File: src/rtl/sram_frame_reader.sv
// sram_frame_reader: reads one frame from a 16-bit async SRAM and streams it as dv/dtype/data tokens.
module sram_frame_reader #(
  parameter int ADDR_WIDTH  = 21,
  parameter int DIM_WIDTH   = 11,
  parameter int HBLANK      = 4,
  parameter int VBLANK      = 16,
  parameter int DTYPE_WIDTH = 4
) (
  input  logic                   clk,
  input  logic                   resetb,
  input  logic                   enable,
  input  logic                   trigger,
  input  logic                   buf_sel,
  input  logic [ADDR_WIDTH-1:0]  base0,
  input  logic [ADDR_WIDTH-1:0]  base1,
  input  logic [DIM_WIDTH-1:0]   num_cols,
  input  logic [DIM_WIDTH-1:0]   num_rows,
  input  logic [15:0]            ram_datai,
  output logic [ADDR_WIDTH-1:0]  addr,
  output logic                   oeb,
  output logic                   web,
  output logic                   dvo,
  output logic [DTYPE_WIDTH-1:0] dtypeo,
  output logic [15:0]            datao,
  output logic                   busy,
  output logic                   frame_done
);
  localparam logic [DTYPE_WIDTH-1:0] DT_PIXEL = 0, DT_FRAME_START = 1, DT_FRAME_END = 2,
                                     DT_ROW_START = 3, DT_ROW_END = 4;
  localparam int BW = $clog2((VBLANK > HBLANK ? VBLANK : HBLANK) + 1);
  localparam int CW = DIM_WIDTH > BW ? DIM_WIDTH : BW;
  typedef enum logic [2:0] {IDLE, FS, RS, PIX, RE, HBL, FE, VBL} state_t;
  state_t state, nxt;
  logic pending, go, abort, pix, last_row, tok;
  logic [ADDR_WIDTH-1:0] ptr;
  logic [DIM_WIDTH-1:0] cols_l, rows_l, row;
  logic [CW-1:0] cnt;
  logic [DTYPE_WIDTH-1:0] ty, t0, t1;
  logic dv0, dv1, fd0, fd1;
  logic [15:0] dq;
  assign web = 1'b1;
  assign busy = state != IDLE;
  always_comb begin
    go = enable && (trigger || pending);
    abort = !enable && state != IDLE && state != VBL;
    pix = enable && state == PIX;
    last_row = row + DIM_WIDTH'(1) == rows_l;
    nxt = state;
    case (state)
      IDLE:    nxt = go ? FS : IDLE;
      FS:      nxt = (cols_l == '0 || rows_l == '0) ? FE : RS;
      RS:      nxt = PIX;
      PIX:     nxt = cnt == '0 ? RE : PIX;
      RE:      nxt = HBL;
      HBL:     nxt = cnt != '0 ? HBL : last_row ? FE : RS;
      FE:      nxt = VBL;
      VBL:     nxt = cnt == '0 ? IDLE : VBL;
      default: nxt = IDLE;
    endcase
    if (!enable) nxt = IDLE;
    // an abort replaces whatever this state would have emitted with FRAME_END
    tok = abort || state == FS || state == RS || state == PIX || state == RE || state == FE;
    ty = abort ? DT_FRAME_END :
         state == FS ? DT_FRAME_START :
         state == RS ? DT_ROW_START :
         state == RE ? DT_ROW_END :
         state == FE ? DT_FRAME_END : DT_PIXEL;
  end
  always_ff @(posedge clk)
    if (!resetb) begin
      state   <= IDLE;
      pending <= 1'b0;
      ptr     <= '0;
      cols_l  <= '0;
      rows_l  <= '0;
      row     <= '0;
      cnt     <= '0;
    end else begin
      state   <= nxt;
      pending <= enable && (state == IDLE ? 1'b0 : pending | trigger);
      ptr     <= (state == IDLE && go) ? (buf_sel ? base1 : base0) : pix ? ptr + ADDR_WIDTH'(1) : ptr;
      if (state == IDLE && go) begin
        cols_l <= num_cols;
        rows_l <= num_rows;
        row    <= '0;
      end
      if (state == HBL && nxt == RS) row <= row + DIM_WIDTH'(1);
      // cnt holds the remaining cycles of the current timed state, loaded on entry
      cnt <= nxt != state ? (nxt == PIX ? CW'(cols_l) : nxt == HBL ? CW'(HBLANK) : CW'(VBLANK)) - CW'(1)
                          : cnt - CW'(1);
    end
  always_ff @(posedge clk)
    if (!resetb) begin
      dv0        <= 1'b0;
      t0         <= '0;
      fd0        <= 1'b0;
      addr       <= '0;
      oeb        <= 1'b1;
      dv1        <= 1'b0;
      t1         <= '0;
      fd1        <= 1'b0;
      dq         <= '0;
      dvo        <= 1'b0;
      dtypeo     <= '0;
      datao      <= '0;
      frame_done <= 1'b0;
    end else begin
      dv0        <= tok;
      t0         <= ty;
      fd0        <= tok && ty == DT_FRAME_END;
      oeb        <= !pix;
      addr       <= pix ? ptr : addr;
      dv1        <= dv0;
      t1         <= t0;
      fd1        <= fd0;
      dq         <= ram_datai;
      dvo        <= dv1;
      frame_done <= fd1;
      dtypeo     <= dv1 ? t1 : dtypeo;
      datao      <= dv1 ? (t1 == DT_PIXEL ? dq : '0) : datao;
    end
endmodule
File: config.mk
export PLATFORM = sky130hd
export DESIGN_NAME = sram_frame_reader
export DESIGN_NICKNAME = d
export VERILOG_FILES = /design/src/rtl/sram_frame_reader.sv
export SDC_FILE = /design/constraint.sdc
export NUM_CORES = 1
export LEC_CHECK = 0
export BUFFER_PORTS_ARGS = -buffer_cell sky130_fd_sc_hd__buf_2
export CORE_UTILIZATION = 45
export DETAILED_ROUTE_END_ITERATION = 16
export HOLD_SLACK_MARGIN = 0.12
export PLACE_DENSITY = 0.76
export REMOVE_ABC_BUFFERS = 1
export SLEW_MARGIN = 25
export SYNTH_ARGS = -nofsm -noshare
export SYNTH_HDL_FRONTEND = slang
export SYNTH_SLANG_ARGS = --single-unit
File: constraint.sdc
create_clock -name clk -period 4.65 [get_ports clk]
set_clock_uncertainty 0.05 [all_clocks]
set_input_delay 0.6975 -clock clk [delete_from_list [all_inputs] [get_ports clk]]
set_output_delay 0.6975 -clock clk [all_outputs]
set_load 0.1 [all_outputs]
### Word-level counts from Yosys, hierarchy flattened

Index checks and enable logic that the tools add are counted.

| cells by class | value |
|---|---|
| bitwise operators | 1 |
| $add $sub $neg | 4 |
| mux-type cells | 23 |
| eq/ne operators | 14 |
| reduce and logical (&&, ||, !) cells | 26 |

Operators by type and width:

| kind | number |
|---|---|
| $mux 21 | 3 |
| $mux 11 | 4 |
| $logic_not 11->1 | 3 |
| $mux 3 | 10 |
| $pmux 3 s8 | 1 |
| $sub 11x1->11 const B | 2 |
| $add 21x1->21 const B | 1 |
| $mux 16 | 1 |
| $eq 3x2->1 const B | 5 |
| $eq 3x3->1 const B | 5 |
| $add 11x1->11 const B | 1 |
| $eq 11x11->1 | 1 |
| $reduce_bool 11->1 | 1 |
| $logic_and 1x1->1 | 8 |
| $logic_or 1x1->1 | 7 |
| $mux 5 | 1 |
| $logic_not 4->1 | 1 |
| $reduce_bool 2->1 | 2 |
| $eq 3x1->1 const B | 1 |
| $logic_not 3->1 | 1 |
| $ne 3x3->1 | 1 |
| $ne 3x3->1 const B | 1 |
| $reduce_bool 3->1 | 1 |
| $logic_not 1->1 | 2 |
| other kinds (3) | 4 |

| word-level totals | value |
|---|---|
| word-level logic and storage cells | 88 |
| bits of input ports | 85 |
| output and inout bits | 46 |
| register bits | 141 |

### Depth between registers and ports, before layout

Gate-level depths: netlist of run 1.

| depth | value |
|---|---|
| word-level depth | 11 |
| gate-level depth with buffers | 15 |
| depth with buffers taken out | 14 |

### Worst setup path before layout of run 1

Ideal clock, no wire load.

| path | value |
|---|---|
| kind | flip-flop to flip-flop |
| start | register row[0] |
| end | register cnt[8] |
| data required time | 4541 ps |
| data arrival time | 3537 ps |
| path slack | 1003 ps |
| stages on the path, launching flop included | 16 |
| clock period less this slack | 3647 ps |
| cells stage by stage | dfxtp_1 ha_1 nand3_2 nor4_1 xnor2_1 o221ai_1 o31a_4 a21oi_4 buf_6 nor2_1 a21oi_1 ha_1 nor2b_1 o221ai_2 or4_1 nand2_1 |

| between the ends | value |
|---|---|
| word-level cells in the longest chain between the ends | 11 |
| elaborated cells on any way between the ends | 13 |
| those cells by class | add/sub: 2; eq/ne: 4; mux: 7 |

Ends and longest elaborated chain:

| what | RTL line | RTL |
|---|---|---|
| start: declaration | 36 | `logic [DIM_WIDTH-1:0] cols_l, rows_l, row;` |
| start signal: assignment | 87 | `if (state == HBL && nxt == RS) row <= row + DIM_WIDTH'(1);` |
| $add 11x1->11 * | 47 | `last_row = row + DIM_WIDTH'(1) == rows_l;` |
| $eq 11x11->1 * | 47 |  |
| $mux 3 * (2 in a row) | 55 | `HBL: nxt = cnt != '0 ? HBL : last_row ? FE : RS;` |
| $pmux 3 s8 * | 49 | `case (state)` |
| $mux 3 * | 60 | `if (!enable) nxt = IDLE;` |
| $eq 3x3->1 | 89 | `cnt <= nxt != state ? (nxt == PIX ? CW'(cols_l) : nxt == HBL ? CW'(HBLANK) : CW'(VBLANK)) - CW'(1)` |
| $mux 5 | 89 |  |
| $mux 11 | 89 |  |
| $sub 11x1->11 | 89 |  |
| $mux 11 * | 89 |  |
| end signal: assignment | 89 |  |
| end: declaration | 37 | `logic [CW-1:0] cnt;` |

Mark *: on every way between the ends. The rest lies on a longest branch, timed or not.
A chain may end at the register's enable or synchronous reset.

### Final worst setup path of run 1

| path | value |
|---|---|
| start | register row[0] |
| end | register cnt[10] |

The elaborated chain is that of the path after synthesis.

==> impl_metrics.csv, run 1 <==
group,metric,value,unit
outcome,status,"complete, no violations",
timing,max_freq,0.2473,GHz
setup_path,end_kind,"flop",
clocking,cts_max_level,4,
yosys,ys_ff_latch,138,
timing,rsz0062_at_grt,"no",
setup_path,cp.arrival,4280,ps
setup_path,critPathSlowestCell,"nor4_1",
final_layout,final_common_cell,"dfxtp_1",
power,powerDensity,402.0,nW/um^2
clocking,clock_path_buffers,2,
power,p_leak,3.113,nW
timing,period_share,86.97,%
yosys,ys_warn_count,0,
yosys,synthFlopType,"dfxtp_1",
clocking,ctsRootBufferMaster,"clkbuf_16",
route,drc,0,
min_path,min_path_type,"flop to flop",
yosys,yosysSeqAreaShare,43.97,%
placement,io_buffers,128,
setup_path,max_stage_delay,540,ps
floorplanning,pin_count,131,
timing,hold_violations,0,
setup_path,crit_chain,"ha_1, nand3_2, nor4_1, xnor2_1, o221ai_1, o31a_4, a21oi_4, nor2_1, a21oi_1, ha_1, nor2b_1, o221ai_2, o311ai_0, o41ai_1",
placement,place_area,7018,sq um
setup_path,crit_buf_inv,0,
yosys,ys_types,60,
timing,worst_slew_pin_slew,926.2,ps
yosys,synth-edff-count,0,
timing,report.final.slew_viol_count,0,
final_layout,post-route-cell-area,7656,sq um
yosys,synthesis.area,6284,sq um
flow_run,cap_violations,0,
final_layout,final_layout_size_suffix_gt1_share,21.29,%
final_layout,finalNonFillerCells,1060,
timing,slew_headroom,38.08,%
grt,grt_use_total,21.37,%
timing,setup_tns,0,ps
final_layout,mostFrequentLayoutCells,"dfxtp_1 (138), buf_2 (128), nand2_1 (111)",
floorplanning,die_x,120.2,um
route,dr.pass1.iters,5,
final_layout,syn_to_final_growth,21.84,%
setup_path,critPathTopFamily,"compound AO/OA/AOI/OAI gates",
placement,dp_cells,1028,
setup_path,cpMostUsedCell,"ha_1",
clocking,post_cts_resized,0,
yosys,async_flop_share,0,%
final_layout,fin_util,56.91,%
grt,grt_overflow,0,
grt,grt_pass1_vias,5227,
floorplanning,core-area,13450,sq um
setup_path,critPathLaunchType,"flop",
floorplanning,dieArea,14440,sq um
final_layout,layout.nets,959,
floorplanning,fp.dieH,120.2,um
clocking,numCtsBuffers,17,
yosys,syn_inst,765,
grt,grt_max_degree,59,
yosys,synth_area_per_cell,8.214,sq um
floorplanning,initial_core_util,46.71,%
timing,min_period,4044,ps
clocking,cts.clk_slew.worst_paths,60,ps
route,post_drt_wl_per_cell,13.97,um
timing,hold_slack,381.8,ps
clocking,numClockSinks,138,
grt,antenna_found_initial,1,
setup_path,cp_max_fo,15,
floorplanning,fp-row-count,42,
route,drt_iter0_markers,445,
placement,hpwl,9985,um
placement,place.gp.congestion,0.9136,
clocking,cts_tree,"built",
clocking,insertion_delay,420,ps
power,ir_worst_vdd,251.1,uV
clocking,cts_hold_buf,0,
route,num_vias,5685,
grt,grt_pass1_wl,24580,um
route,final_antenna_net_count,0,
route,routed_wl,14810,um
route,viasPerCell,5.363,
timing,setup_viol,0,
clocking,post-cts-setup-buffers,0,
setup_path,required,4890,ps
setup_path,worstSetupPathType,"flop to flop",
==> final cells by class <==
| class | count | area (sq um) |
|---|---|---|
| clock inverters | 10 | 165.2 |
| fillers | 1251 | 5797 |
| multi-input cells | 562 | 3267 |
| inverters | 14 | 52.55 |
| flip-flops and latches | 138 | 2763 |
| repair buffers | 138 | 715.7 |
| well taps | 176 | 220.2 |
| clock buffers | 21 | 470.5 |
| diodes | 1 | 2.502 |
==> state kept, by name, indices dropped and copies added (netlist names), 3 cells and up <==
name,flops
t1,3
datao,16
ptr,21
dtypeo,3
cnt,11
addr,21
row,11
rows_l,11
cols_l,11
state,3
dq,16
t0,3
==> kinds of logic after synthesis <==
| group | Yosys count | synth area share (%) |
|---|---|---|
| AO/OA/AOI/OAI | 178 | 17.80 |
| XOR/XNOR | 25 | 3.485 |
| adder cells (fa/ha/maj) | 3 | 0.5974 |
| buffers and inverters | 65 | 4.201 |
| flip-flops | 138 | 43.97 |
| multiplexers | 29 | 4.699 |
| other | 2 | 0.1195 |
| AND/OR/NAND/NOR | 325 | 25.13 |
==> through the flow <==
stage                     setup slack, ps  power [mW]
after floorplan                     919.8       1.541
after global placement              698.3       1.652
after detailed placement            543.5       1.658
after CTS                           635.3       3.098
after global routing                154.8       3.198
final                               605.7       3.078
==> where the power goes <==
part,switching (mW),internal (mW),total [mW],leakage [nW]
Clock,0.500,0.938,1.44,0.302
Sequential,0.0521,1.24,1.29,1.12
Combinational,0.208,0.140,0.348,1.69
Total,0.760,2.32,3.08,3.11
==> routing by layer <==
layer | up-vias | global-route usage (%) | wire length (um)
met3 | 24 | 4.135 | 680
met1 | 2625 | 27.10 | 6756
met2 | 156 | 34.63 | 7062
li1 | 2880 | - | -
met5 | - | 0 | 0
met4 | 0 | 10.39 | 311
==> cell usage after synthesis (7+ instances only) <==
library cell,instances,area [sq um]
a311oi_1,7,61.31
a211oi_1,20,150.1
nor3_1,12,60.06
nor2_1,78,292.8
xnor2_1,17,148.9
inv_1,13,48.80
nand2_1,111,416.7
and3_1,13,81.33
nand3_1,14,70.07
o21ai_0,27,135.1
and2_1,25,156.4
nand4_1,12,75.07
a21oi_1,91,455.4
buf_1,7,26.28
xor2_1,8,70.07
clkbuf_1,37,138.9
nor2b_1,26,162.7
mux2i_1,25,250.2
dfxtp_1,138,2763
==> worst paths after layout <==
path	startpoint	to	slack (ps)	cells after the start
setup / recovery	row[0]	cnt[10]	610	14
hold / removal	fd1	frame_done	380	1
setup reg to reg	row[0]	cnt[10]	610	14
hold reg to reg	fd1	frame_done	380	1
Note: power is estimated with default switching activity, not from simulation.
==> run 2, diff against run 1 <==
--- a/config.mk
+++ b/config.mk
@@ -8,6 +8,7 @@
 export BUFFER_PORTS_ARGS = -buffer_cell sky130_fd_sc_hd__buf_2
 export CORE_UTILIZATION = 45
 export DETAILED_ROUTE_END_ITERATION = 16
+export GPL_TIMING_DRIVEN = 0
 export HOLD_SLACK_MARGIN = 0.12
 export PLACE_DENSITY = 0.76
 export REMOVE_ABC_BUFFERS = 1
==> run 2 against run 1 <==
  * Power decreased by 2.4%
  * Via count about the same
  * Final area decreased by 0.15%
  * Routed wire length decreased by 2.7%
  * Critical endpoint unchanged
==> impl_metrics.csv, run 2 (synthesis results as in run 1) <==
group,metric,value,unit
outcome,status,"complete, no violations",
placement,dp_cells,1022,
power,ir_worst_vdd,343.1,uV
grt,grt_pass1_vias,5256,
route,drt_iter0_markers,281,
clocking,cts_hold_buf,0,
clocking,numCtsBuffers,17,
clocking,post_cts_resized,0,
final_layout,layout.nets,954,
floorplanning,core-area,13450,sq um
power,pwr-share-seq,43.0,%
final_layout,mostFrequentLayoutCells,"dfxtp_1 (138), buf_2 (129), nand2_1 (111)",
timing,setup_tns,0,ps
setup_path,required,4880,ps
floorplanning,pin_count,131,
floorplanning,fp.dieH,120.2,um
flow_run,cap_violations,0,
grt,antenna_found_initial,1,
final_layout,syn_to_final_growth,21.66,%
setup_path,worstSetupPathType,"flop to flop",
power,p_switching,764.5,uW
clocking,cts.clk_slew.worst_paths,60,ps
route,drc,0,
timing,rsz0062_at_grt,"no",
timing,report.final.slew_viol_count,0,
floorplanning,die_x,120.2,um
clocking,clock_path_buffers,2,
power,p_clk_share,45.6,%
clocking,post-cts-setup-buffers,0,
timing,hold_violations,0,
final_layout,final_layout_size_suffix_gt1_share,21.39,%
final_layout,reg_top3,"addr: 21 flops, ptr: 21 flops",
timing,worst_slack,351.2,ps
route,top_layer,"met4",
placement,pre_cts_slack,189.2,ps
final_layout,final_common_cell,"dfxtp_1",
grt,grt_use_total,20.94,%
timing,max_freq,0.2326,GHz
power,p_leak,3.098,nW
grt,grt_overflow,0,
power,internal-power,2.240,mW
route,met2WireLength,7107,um
setup_path,end_kind,"flop",
timing,min_period,4299,ps
timing,worst_slew_pin_slew,1035,ps
min_path,min_path_type,"flop to flop",
clocking,cts_tree,"built",
route,num_vias,5681,
route,post_drt_wl_per_cell,13.65,um
placement,io_buffers,128,
final_layout,multi_input_area,3288,sq um
final_layout,finalNonFillerCells,1056,
setup_path,cp.arrival,4530,ps
floorplanning,initial_core_util,46.71,%
clocking,cts_max_level,4,
power,total_power,3.004,mW
grt,grt_max_degree,64,
clocking,insertion_delay,420,ps
route,viasPerCell,5.380,
setup_path,cp_max_fo,22,
clocking,numClockSinks,138,
setup_path,critPathLaunchType,"flop",
final_layout,fillers,1269,
floorplanning,fp-row-count,42,
floorplanning,dieArea,14440,sq um
power,sw_frac_of_total,25.45,%
route,dr.pass1.iters,5,
timing,period_share,92.45,%
route,wl_met3,727,um
timing,setup_viol,0,
timing,slew_headroom,30.45,%
clocking,ctsRootBufferMaster,"clkbuf_16",
route,wl_met1,6423,um
power,combPwrFrac,11.4,%
placement,place.gp.congestion,0.8626,
placement,hpwl,9585,um
route,routed_wl,14420,um
route,final_antenna_net_count,0,
power,powerDensity,393.0,nW/um^2
final_layout,final-seq-area,2763,sq um
grt,grt_pass1_wl,24170,um
[run 2: worst paths after layout]
| path | from | end | slack, ps | cells past startpoint |
|---|---|---|---|---|
| worst min register to register | t0[1] | t1[1] | 380 | 1 |
| worst max-delay path | state[2] | cnt[10] | 350 | 13 |
| worst min-delay path | t0[1] | t1[1] | 380 | 1 |
| worst max register to register | state[2] | cnt[10] | 350 | 13 |
[run 2: worst max-delay path, stage by stage (launching register included)]
cell and delay [ps]:
dfxtp_1 870, nand2b_4 130, nor4_2 290, o31ai_1 110, or4_4 550, o31a_4 390, a21oi_4 440, nor2_1 100
a21oi_1 190, ha_1 250, nor2b_1 170, o221ai_2 150, o311ai_0 320, o41ai_1 140
[run 2: area by class of cell]
type / instances / area share, %
inverters: 14 / 0.7201
repair buffers: 133 / 9.264
flip-flops and latches: 138 / 36.14
clock inverters: 14 / 2.209
clock buffers: 18 / 5.745
diodes: 1 / 0.03273
well taps: 176 / 2.881
multi-input cells: 562 / 43.01
[run 2: metrics by stage]
stage	utilization [%]	area [sq um]	hold WS [ps]
after global placement	51.53	6933	363.8
after floorplan	-	6072	361.8
after detailed placement	52.19	7020	366.9
final	56.83	7645	381.1
after CTS	56.71	7629	380.8
after global routing	56.83	7645	390.7
[run 2: power by group through the flow]
stage / Clock [mW] / Combinational (mW) / Sequential (mW)
after floorplan: 0 / 0.224 / 1.32
after global placement: 0 / 0.329 / 1.31
after detailed placement: 0 / 0.341 / 1.32
after CTS: 1.40 / 0.343 / 1.29
after global routing: 1.45 / 0.381 / 1.30
final: 1.37 / 0.344 / 1.29
[run 2: layer usage]
metal,up-vias,GRT usage (%)
met5,-,0
met4,0,7.422
met3,13,5.561
met2,155,35.67
met1,2639,25.24
li1,2874,-
==> run 3, diff against run 2 <==
==> constraint.sdc (replaced) <==
create_clock -name clk -period 4.65 [get_ports clk]
set_clock_uncertainty 0.05 [all_clocks]
set_input_delay 1.1625 -clock clk [delete_from_list [all_inputs] [get_ports clk]]
set_output_delay 1.1625 -clock clk [all_outputs]
set_load 0.1 [all_outputs]
==> run 3 against run 2 <==
  * Clock power is essentially flat
  * Combinational power is 2% higher
  * Largest power group unchanged
  * Register-to-register slack improved by 60 ps
  * Routed wire length rose by 0.49%
  * Largest cell class unchanged
  * Count of clock-buffer cells in the layout is the same
==> impl_metrics.csv, run 3 (synthesis results as in run 1) <==
group,metric,value,unit
grt,grt_max_degree,64,
timing,setup_tns,0,ps
clocking,post_cts_resized,0,
placement,place.gp.congestion,0.8626,
route,routed_wl,14490,um
placement,hpwl,9585,um
timing,hold_violations,0,
final_layout,finalNonFillerCells,1061,
placement,io_buffers,128,
timing,worst_slew_pin_slew,1039,ps
floorplanning,fp-row-count,42,
setup_path,crit_chain,"buf_2, nand2_1, nor4_2, o31ai_1, or4_4, o31a_4, a21oi_4, nor2_1, a21oi_1, ha_1, nor2b_1, o221ai_2, o311ai_0, o41ai_1",
clocking,cts_hold_buf,0,
setup_path,critPathLaunchType,"input port",
route,num_vias,5685,
grt,grt_overflow,0,
timing,min_period,4372,ps
floorplanning,fp.dieH,120.2,um
setup_path,worstSetupPathType,"input port to flop",
setup_path,crit_buf_inv,1,
power,p_leak,3.121,nW
clocking,clock_path_buffers,2,
power,total_power,3.014,mW
final_layout,layout.nets,959,
setup_path,cp.arrival,4610,ps
timing,report.final.slew_viol_count,0,
setup_path,critPathTopFamily,"compound AO/OA/AOI/OAI gates",
setup_path,max_stage_delay,550,ps
grt,grt_pass1_wl,24170,um
floorplanning,pin_count,131,
timing,rsz0062_at_grt,"no",
timing,setup_viol,0,
power,powerDensity,392.6,nW/um^2
clocking,cts_tree,"built",
clocking,ctsRootBufferMaster,"clkbuf_16",
floorplanning,initial_core_util,46.71,%
timing,slew_headroom,30.22,%
timing,period_share,94.02,%
setup_path,critPathSlowestCell,"or4_4",
final_layout,final_common_cell,"dfxtp_1",
clocking,cts.clk_slew.worst_paths,60,ps
outcome,status,"complete, no violations",
setup_path,cp_max_fo,15,
clocking,insertion_delay,420,ps
route,final_antenna_net_count,0,
flow_run,cap_violations,0,
final_layout,syn_to_final_growth,22.16,%
route,viasPerCell,5.358,
route,dr.pass1.iters,6,
floorplanning,die_x,120.2,um
clocking,numCtsBuffers,17,
placement,place_area,7020,sq um
power,ir_worst_vdd,330.4,uV
final_layout,final_layout_size_suffix_gt1_share,21.72,%
grt,grt_use_total,20.94,%
floorplanning,dieArea,14440,sq um
grt,antenna_found_initial,1,
grt,grt_pass1_vias,5256,
final_layout,post-route-cell-area,7676,sq um
setup_path,end_kind,"flop",
final_layout,reg_top3,"addr: 21 flops, ptr: 21 flops",
route,post_drt_wl_per_cell,13.66,um
route,drc,0,
clocking,cts_max_level,4,
route,drt_iter0_markers,266,
final_layout,mostFrequentLayoutCells,"dfxtp_1 (138), buf_2 (129), nand2_1 (111)",
min_path,min_path_type,"flop to flop",
floorplanning,core-area,13450,sq um
setup_path,required,4890,ps
clocking,numClockSinks,138,
placement,dp_cells,1022,
timing,max_freq,0.2287,GHz
## run 3: path summary, 6_finish.rpt
kind	startpoint	to	slack, ps	cells after the start
min	t0[1]	t1[1]	380	1
max	enable	cnt[10]	280	14
max reg2reg	row[0]	cnt[10]	410	14
min reg2reg	t0[1]	t1[1]	380	1
## run 3: per-layer routing
metal  up-vias  global-route usage [%]  part of all wire [%]
met3        15                   5.561                   4.8
met5         -                       0                     0
li1       2888                       -                     -
met2       141                   35.67                    49
met1      2641                   25.24                    45
met4         0                   7.422                   1.2
## run 3: area by class of cell
class                           count  area [sq um]
Antenna cell                        1         2.502
Clock buffer                       18         439.2
Clock inverter                     14         168.9
Fill cell                        1267          5777
Inverter                           14         55.05
Multi-Input combinational cell    562          3282
Sequential cell                   138          2763
Tap cell                          176         220.2
Timing Repair Buffer              138         745.7
## run 3: through the flow
step	utilization, %	hold slack, ps	setup slack, ps
final	57.06	382.6	278.3
after global routing	57.06	390.7	20.10
after CTS	56.71	380.8	156.9
after detailed placement	52.19	366.9	-275.8
after global placement	51.53	363.8	-182.4
after floorplan	-	361.8	477.8
## run 3: report_power, final
group	switching, mW	internal (mW)
registers	0.0525	1.24
clock network	0.512	0.859
logic	0.203	0.148
## run 3: timing repair
item                                    in CTS  in global routing
buffers inserted                             0                  5
endpoints found under the setup margin       0                  2
hold endpoints to repair                     0                  0
